File: src/rtl/regfile_pkg.sv
// Shared types and defaults for the parameterised register file.
package regfile_pkg;

  typedef enum logic {
    INIT  = 1'b0,
    READY = 1'b1
  } rf_state_t;

  localparam int DEF_WIDTH    = 64;
  localparam int DEF_NREG     = 32;
  localparam int DEF_ZERO_REG = 31;

  // Address width for n registers, never narrower than one bit.
  function automatic int addr_w(input int n);
    return (n <= 2) ? 1 : $clog2(n);
  endfunction

endpackage

File: src/rtl/regfile_if.sv
// Write port, read ports and status of the register file, bundled for the top level.
interface regfile_if
  import regfile_pkg::*;
#(
  parameter int WIDTH = DEF_WIDTH,
  parameter int NREG  = DEF_NREG,
  parameter int NRD   = 2
);
  localparam int AW = addr_w(NREG);

  logic                          we3;
  logic [AW-1:0]                 wa3;
  logic [WIDTH-1:0]              wd3;
  logic [NRD-1:0][AW-1:0]        ra;
  logic [NRD-1:0][WIDTH-1:0]     rd;
  logic                          init_busy;

  modport master (output we3, wa3, wd3, ra, input rd, init_busy);
  modport slave  (input we3, wa3, wd3, ra, output rd, init_busy);

endinterface

File: src/rtl/regfile_init_seq.sv
// INIT/READY sequencer: after reset it walks every index once, loading reg[i] = i.
module regfile_init_seq
  import regfile_pkg::*;
#(
  parameter int WIDTH    = DEF_WIDTH,
  parameter int NREG     = DEF_NREG,
  parameter int ZERO_REG = DEF_ZERO_REG,
  parameter int AW       = addr_w(DEF_NREG)
) (
  input  logic             clk,
  input  logic             reset,
  output logic             init_busy,
  output logic             init_we,
  output logic [AW-1:0]    init_addr,
  output logic [WIDTH-1:0] init_data
);

  rf_state_t     state_q, state_d;
  logic [AW-1:0] cnt_q, cnt_d;

  always_ff @(posedge clk) begin
    if (reset) begin
      state_q <= INIT;
      cnt_q   <= '0;
    end else begin
      state_q <= state_d;
      cnt_q   <= cnt_d;
    end
  end

  always_comb begin
    state_d = state_q;
    cnt_d   = cnt_q;
    if (state_q == INIT) begin
      if (int'(cnt_q) == NREG - 1) begin
        state_d = READY;
        cnt_d   = '0;
      end else begin
        cnt_d = cnt_q + AW'(1);
      end
    end
  end

  // Busy also covers the reset cycles themselves so reads are blanked immediately.
  always_comb begin
    init_busy = reset || (state_q == INIT);
    init_we   = !reset && (state_q == INIT) &&
                (int'(cnt_q) != ZERO_REG) && (int'(cnt_q) < NREG);
    init_addr = cnt_q;
    init_data = WIDTH'(cnt_q);
  end

endmodule

File: src/rtl/regfile_param.sv
// Parameterised multi-read-port register file with hard-wired zero register,
// optional write-to-read bypass and a self-initialising INIT sequence.
module regfile_param
  import regfile_pkg::*;
#(
  parameter int WIDTH    = DEF_WIDTH,
  parameter int NREG     = DEF_NREG,
  parameter int NRD      = 2,
  parameter int ZERO_REG = DEF_ZERO_REG,
  parameter int BYPASS   = 1
) (
  input  logic      clk,
  input  logic      reset,
  regfile_if.slave  bus
);

  localparam int AW = addr_w(NREG);

  // Zero register and indices beyond NREG are neither writable nor readable.
  function automatic logic addr_ok(input logic [AW-1:0] a);
    return (int'(a) != ZERO_REG) && (int'(a) < NREG);
  endfunction

  logic             init_busy;
  logic             init_we;
  logic [AW-1:0]    init_addr;
  logic [WIDTH-1:0] init_data;

  regfile_init_seq #(
    .WIDTH    (WIDTH),
    .NREG     (NREG),
    .ZERO_REG (ZERO_REG),
    .AW       (AW)
  ) u_init_seq (
    .clk       (clk),
    .reset     (reset),
    .init_busy (init_busy),
    .init_we   (init_we),
    .init_addr (init_addr),
    .init_data (init_data)
  );

  logic                      user_we;
  logic                      wr_en;
  logic [AW-1:0]             wr_addr;
  logic [WIDTH-1:0]          wr_data;
  logic [WIDTH-1:0]          regs_q [NREG];
  logic [WIDTH-1:0]          regs_d [NREG];
  logic [NRD-1:0][WIDTH-1:0] rd_mux;

  // The sequencer owns the write port for the whole INIT phase.
  always_comb begin
    user_we = !init_busy && bus.we3 && addr_ok(bus.wa3);
    wr_en   = init_we || user_we;
    wr_addr = init_busy ? init_addr : bus.wa3;
    wr_data = init_busy ? init_data : bus.wd3;
  end

  always_comb begin
    regs_d = regs_q;
    if (wr_en) begin
      regs_d[wr_addr] = wr_data;
    end
  end

  // Storage carries no reset; contents are rebuilt by the INIT walk.
  always_ff @(posedge clk) begin
    regs_q <= regs_d;
  end

  always_comb begin
    for (int p = 0; p < NRD; p++) begin
      rd_mux[p] = '0;
      if (!init_busy && addr_ok(bus.ra[p])) begin
        if ((BYPASS != 0) && user_we && (bus.wa3 == bus.ra[p])) begin
          rd_mux[p] = bus.wd3;
        end else begin
          rd_mux[p] = regs_q[bus.ra[p]];
        end
      end
    end
  end

  assign bus.rd        = rd_mux;
  assign bus.init_busy = init_busy;

endmodule

File: src/flat_wrapper.sv
// flat-port wrapper written by rule: the top's interface ports become plain ports
module regfile_param_flat import regfile_pkg::*;
#(
  parameter int WIDTH    = DEF_WIDTH,
  parameter int NREG     = DEF_NREG,
  parameter int NRD      = 2,
  parameter int ZERO_REG = DEF_ZERO_REG,
  parameter int BYPASS   = 1
)
  (clk, reset, bus_we3, bus_wa3, bus_wd3, bus_ra, bus_rd, bus_init_busy);
  regfile_if #(.WIDTH(WIDTH), .NREG(NREG), .NRD(NRD)) bus_i ();
  input  logic clk;
  input  logic reset;
  input wire logic [$bits(bus_i.we3)-1:0] bus_we3;
  input wire logic [$bits(bus_i.wa3)-1:0] bus_wa3;
  input wire logic [$bits(bus_i.wd3)-1:0] bus_wd3;
  input wire logic [$bits(bus_i.ra)-1:0] bus_ra;
  output wire logic [$bits(bus_i.rd)-1:0] bus_rd;
  output wire logic [$bits(bus_i.init_busy)-1:0] bus_init_busy;
  assign bus_i.we3 = bus_we3;
  assign bus_i.wa3 = bus_wa3;
  assign bus_i.wd3 = bus_wd3;
  assign bus_i.ra = bus_ra;
  assign bus_rd = bus_i.rd;
  assign bus_init_busy = bus_i.init_busy;
  regfile_param #(.WIDTH(WIDTH), .NREG(NREG), .NRD(NRD), .ZERO_REG(ZERO_REG), .BYPASS(BYPASS)) u_core (.clk(clk), .reset(reset), .bus(bus_i));
endmodule
File: config.mk
export PLATFORM = sky130hd
export DESIGN_NAME = regfile_param_flat
export DESIGN_NICKNAME = d
export VERILOG_FILES = /design/src/rtl/regfile_pkg.sv /design/src/rtl/regfile_if.sv /design/src/rtl/regfile_init_seq.sv /design/src/rtl/regfile_param.sv /design/src/flat_wrapper.sv
export SDC_FILE = /design/constraint.sdc
export NUM_CORES = 2
export LEC_CHECK = 0
export CORE_MARGIN = 4
export CORE_UTILIZATION = 66
export DETAILED_ROUTE_END_ITERATION = 8
export PLACE_DENSITY_LB_ADDON = 0.25
export SYNTH_ARGS = -nofsm -noshare
export SYNTH_HDL_FRONTEND = slang
export SYNTH_SLANG_ARGS = --single-unit
File: constraint.sdc
create_clock -name clk -period 10.4 [get_ports clk]
set_input_delay 2.08 -clock clk [delete_from_list [all_inputs] [get_ports clk]]
set_output_delay 2.08 -clock clk [all_outputs]
set_load 0.01 [all_outputs]
==> impl_results.md <==
- GPL Wtd Cong: 0.845
- Total routed wirelength: 288000 um
- Antenna viol nets, final: 0
- Hold Fails Final Rpt: 0
- Rows: 138
- CP Launch Type: primary input
- Commonest cells after routing, fill and taps aside: edfxtp_1 (2048), mux4_2 (866), mux2i_1 (434)
- DP HPWL: 150000 um
- Most common cell after layout, fill and taps aside: edfxtp_1
- Htree depth: 4
- Share of flip-flops with an asynchronous set or reset: 0%
- GRT Overall Usage: 38.3%
- Finished Layout Cells: 7128
- Die width: 387 um
- Antenna violations before repair: 8
- Later-pin clock latency in the skew report: 0.86 ns
- Dpl cell area: 0.0991 mm^2
- Final setup viols: 0
- Largest net degree at the start of global routing: 148
- PwrDens: 163 mW/mm^2
- WP data required: 8.32 ns
- Setup crit end kind: output port
- Top cell type's share of synthesized area: 64.7%
- Drc violations: 0
- Post-synth EDFFs: 2048
- Crit Path Category: in2out
- Routed wire per std cell: 40.4 um
- Final nets: 5157
- Seq cells post-synth: 2054
- Sequential share of power: 52.6%
- Layout area overhead: 10.9%
- Gr ovfl total: 0
- DP Cell Count: 6760
- R2r setup slk: 5.55 ns
- Status: completed
- Worst Hold Class: reg2reg
- Power Total: 17200 uW
- Vias per cell: 8.17
- Total die area: 0.150 mm^2
- Hold Crit Start: u_core.u_init_seq.init_addr[4]$_SDFFE_PP0N_
- Worst slew margin: 15.0%
- Pre-antenna DRT Iters: 6
- Yosys cell types: 49
- Via Count: 58300
- Critical path's top delay family: buffers and inverters
- Max stage delay on crit path: 1.17 ns
- Post-Syn Nets: 5035
- CTS tree: done
- Synth area leaders: edfxtp_1 (65%), mux4_2 (21%), mux2i_1 (4.6%)
- Mapped Area: 0.0950 mm^2
- Final worst path period share: 80.0%
- VDD IR max: 152 uV
- Clock Tree Root: clkbuf_16
- Critical R2R Capture: u_core.regs_q[1245]$_DFFE_PP_
- Arrival @ worst endpoint: 6.24 ns
- Max-slew violations: 0
- Layout cells sized above 1: 25.2%
- Synth Flop Type: edfxtp_1
- Num CTS Buffers: 201
- Most common cell on crit path: clkdlybuf4s50_1
- Worst path buffer plus inverter count: 3
- Setup Buffers After CTS: 0
- Reg clk slew, reported paths: 0.06 ns
- Leading area contributor after synthesis: edfxtp_1
- Switching share of power: 22.1%
- CP max FO: 35
- First-pass GRT wire length: 413000 um
- Port bufs: 210
- Vias in the first global route: 58900
- Mean Syn Cell Area: 19.2 um^2
- Cell Chain, Critical Path: clkdlybuf4s50_1 -> xor2_1 -> nor3_1 -> nand3_4 -> buf_4 -> o22ai_1 -> clkdlybuf4s50_1
- Max Cap Viol: 0
- RSZ-0062 raised after global routing: false
- Least-Margin Pin Slew: 1.27 ns
- Die height: 387 um
- Clock power frac: 40.8%
- Setup Skew: 0.0493 ns
- Hold endpoint: u_core.u_init_seq.init_addr[4]$_SDFFE_PP0N_
- R2R depth: 9
- Sequential share of the synthesized area: 64.9%
- Cell area after layout: 0.105 mm^2
- Hold buffer count at cts: 0
- P_leak: 0.0363 uW
- Initial core utilization: 66.8%
- R2R Path Start: u_core.u_init_seq.state_q$_SDFF_PP0_
- Cells after synthesis: 4951
- Fill count: 7791
- Switching pwr: 3810 uW
- Clock Sink Count: 2054
- CTS max path bufs: 3
- # resized after CTS: 0
- Setup tns final: 0 ns
- Post-route minimum period: 8.32 ns
- Count of yosys warnings during synthesis: 0
- DRT iter0 DRCs: 10500
- Core area: 0.142 mm^2
- Slowest-stage cell, CP: clkdlybuf4s50_1
- Max Clock Freq: 120 MHz
- Logic gate share of total power: 6.6%
- Int Pwr: 13400 uW
- Worst Hold Path Cells: 2
- # IOs: 211
==> worst reg2reg max path, delay by kind of cell, from the launching register on <==
kind            cells  cell delay (ns)
compound gates      1             0.21
simple gates        4             1.60
flops               1             0.54
buf+inv             4             2.11
==> flip-flops by register name (all words and copies together) (netlist names) <==
register                     count
u_core.regs_q                 2048
u_core.u_init_seq.init_addr      5
u_core.u_init_seq.state_q        1
==> cells by family after synthesis <==
family	after synthesis	synth area share (%)
flops	2054	64.9
compound gates	831	6.19
fa+ha+maj	2	0.0263
mux	1300	25.1
buf+inv	480	2.49
xor+xnor	10	0.0922
simple gates	274	1.24
==> cell usage after synthesis, drive strengths merged (4+ instances only) <==
master,instances
nand3b,6
edfxtp,2048
nand3,41
nand2,154
inv,62
nor2b,7
mux2i,434
a22o,91
dfxtp,6
o21ai,44
o221ai,88
o22ai,242
buf,233
mux4,866
a21oi,79
nor3,4
a22oi,157
xor2,10
a211oi,116
clkbuf,185
nor2,47
nand2b,4
==> cell type report <==
| type | instances | area (um^2) | area share (%) |
|---|---|---|---|
| diodes | 4 | 10.0 | 0.00950 |
| clock buffers | 260 | 5340 | 5.06 |
| clock inverters | 104 | 895 | 0.849 |
| inverters | 62 | 233 | 0.221 |
| multi-input cells | 2417 | 31400 | 29.8 |
| flip-flops and latches | 2054 | 61600 | 58.5 |
| well taps | 1890 | 2360 | 2.24 |
| repair buffers | 337 | 3510 | 3.33 |
==> layer usage <==
| layer | global-route usage, % | wire [um] |
|---|---|---|
| met5 | 0 | 23 |
| met2 | 57.9 | 134000 |
| met1 | 51.9 | 92800 |
| met4 | 20.5 | 18000 |
| met3 | 10.6 | 43300 |
==> worst max-delay path by stage <==
stage / start / end / slack (ns) / depth (start not counted)
floorplan: reset / u_core.regs_q[768]$_DFFE_PP_ / 3.94 / 8
detailed placement: bus_ra[3] / bus_rd[0] / 2.25 / 7
global route: bus_ra[8] / bus_rd[110] / 2.07 / 7
CTS: bus_ra[3] / bus_rd[0] / 2.20 / 7
global placement: bus_ra[3] / bus_rd[0] / 2.32 / 7
finish: bus_ra[3] / bus_rd[0] / 2.08 / 7
==> power groups by stage <==
stage | registers, uW | clock network (uW) | logic [uW]
after floorplan | 9230 | 0 | 777
after global placement | 9230 | 0 | 1100
after detailed placement | 9230 | 0 | 1110
after CTS | 9060 | 7030 | 1120
after global routing | 9060 | 7420 | 1180
final | 9060 | 7020 | 1140
==> metrics by stage <==
| stage | hold WS [ns] | util [%] | setup slack (ns) |
|---|---|---|---|
| 2_1_floorplan | 0.493 | - | 3.94 |
| 3_3_place_gp | 0.532 | 69.7 | 2.32 |
| 3_5_place_dp | 0.554 | 69.7 | 2.25 |
| 4_1_cts | 0.573 | 74.0 | 2.20 |
| 5_1_grt | 0.619 | 74.0 | 2.07 |
| 6_report | 0.582 | 74.1 | 2.08 |
(Power assumes the default switching activity.)
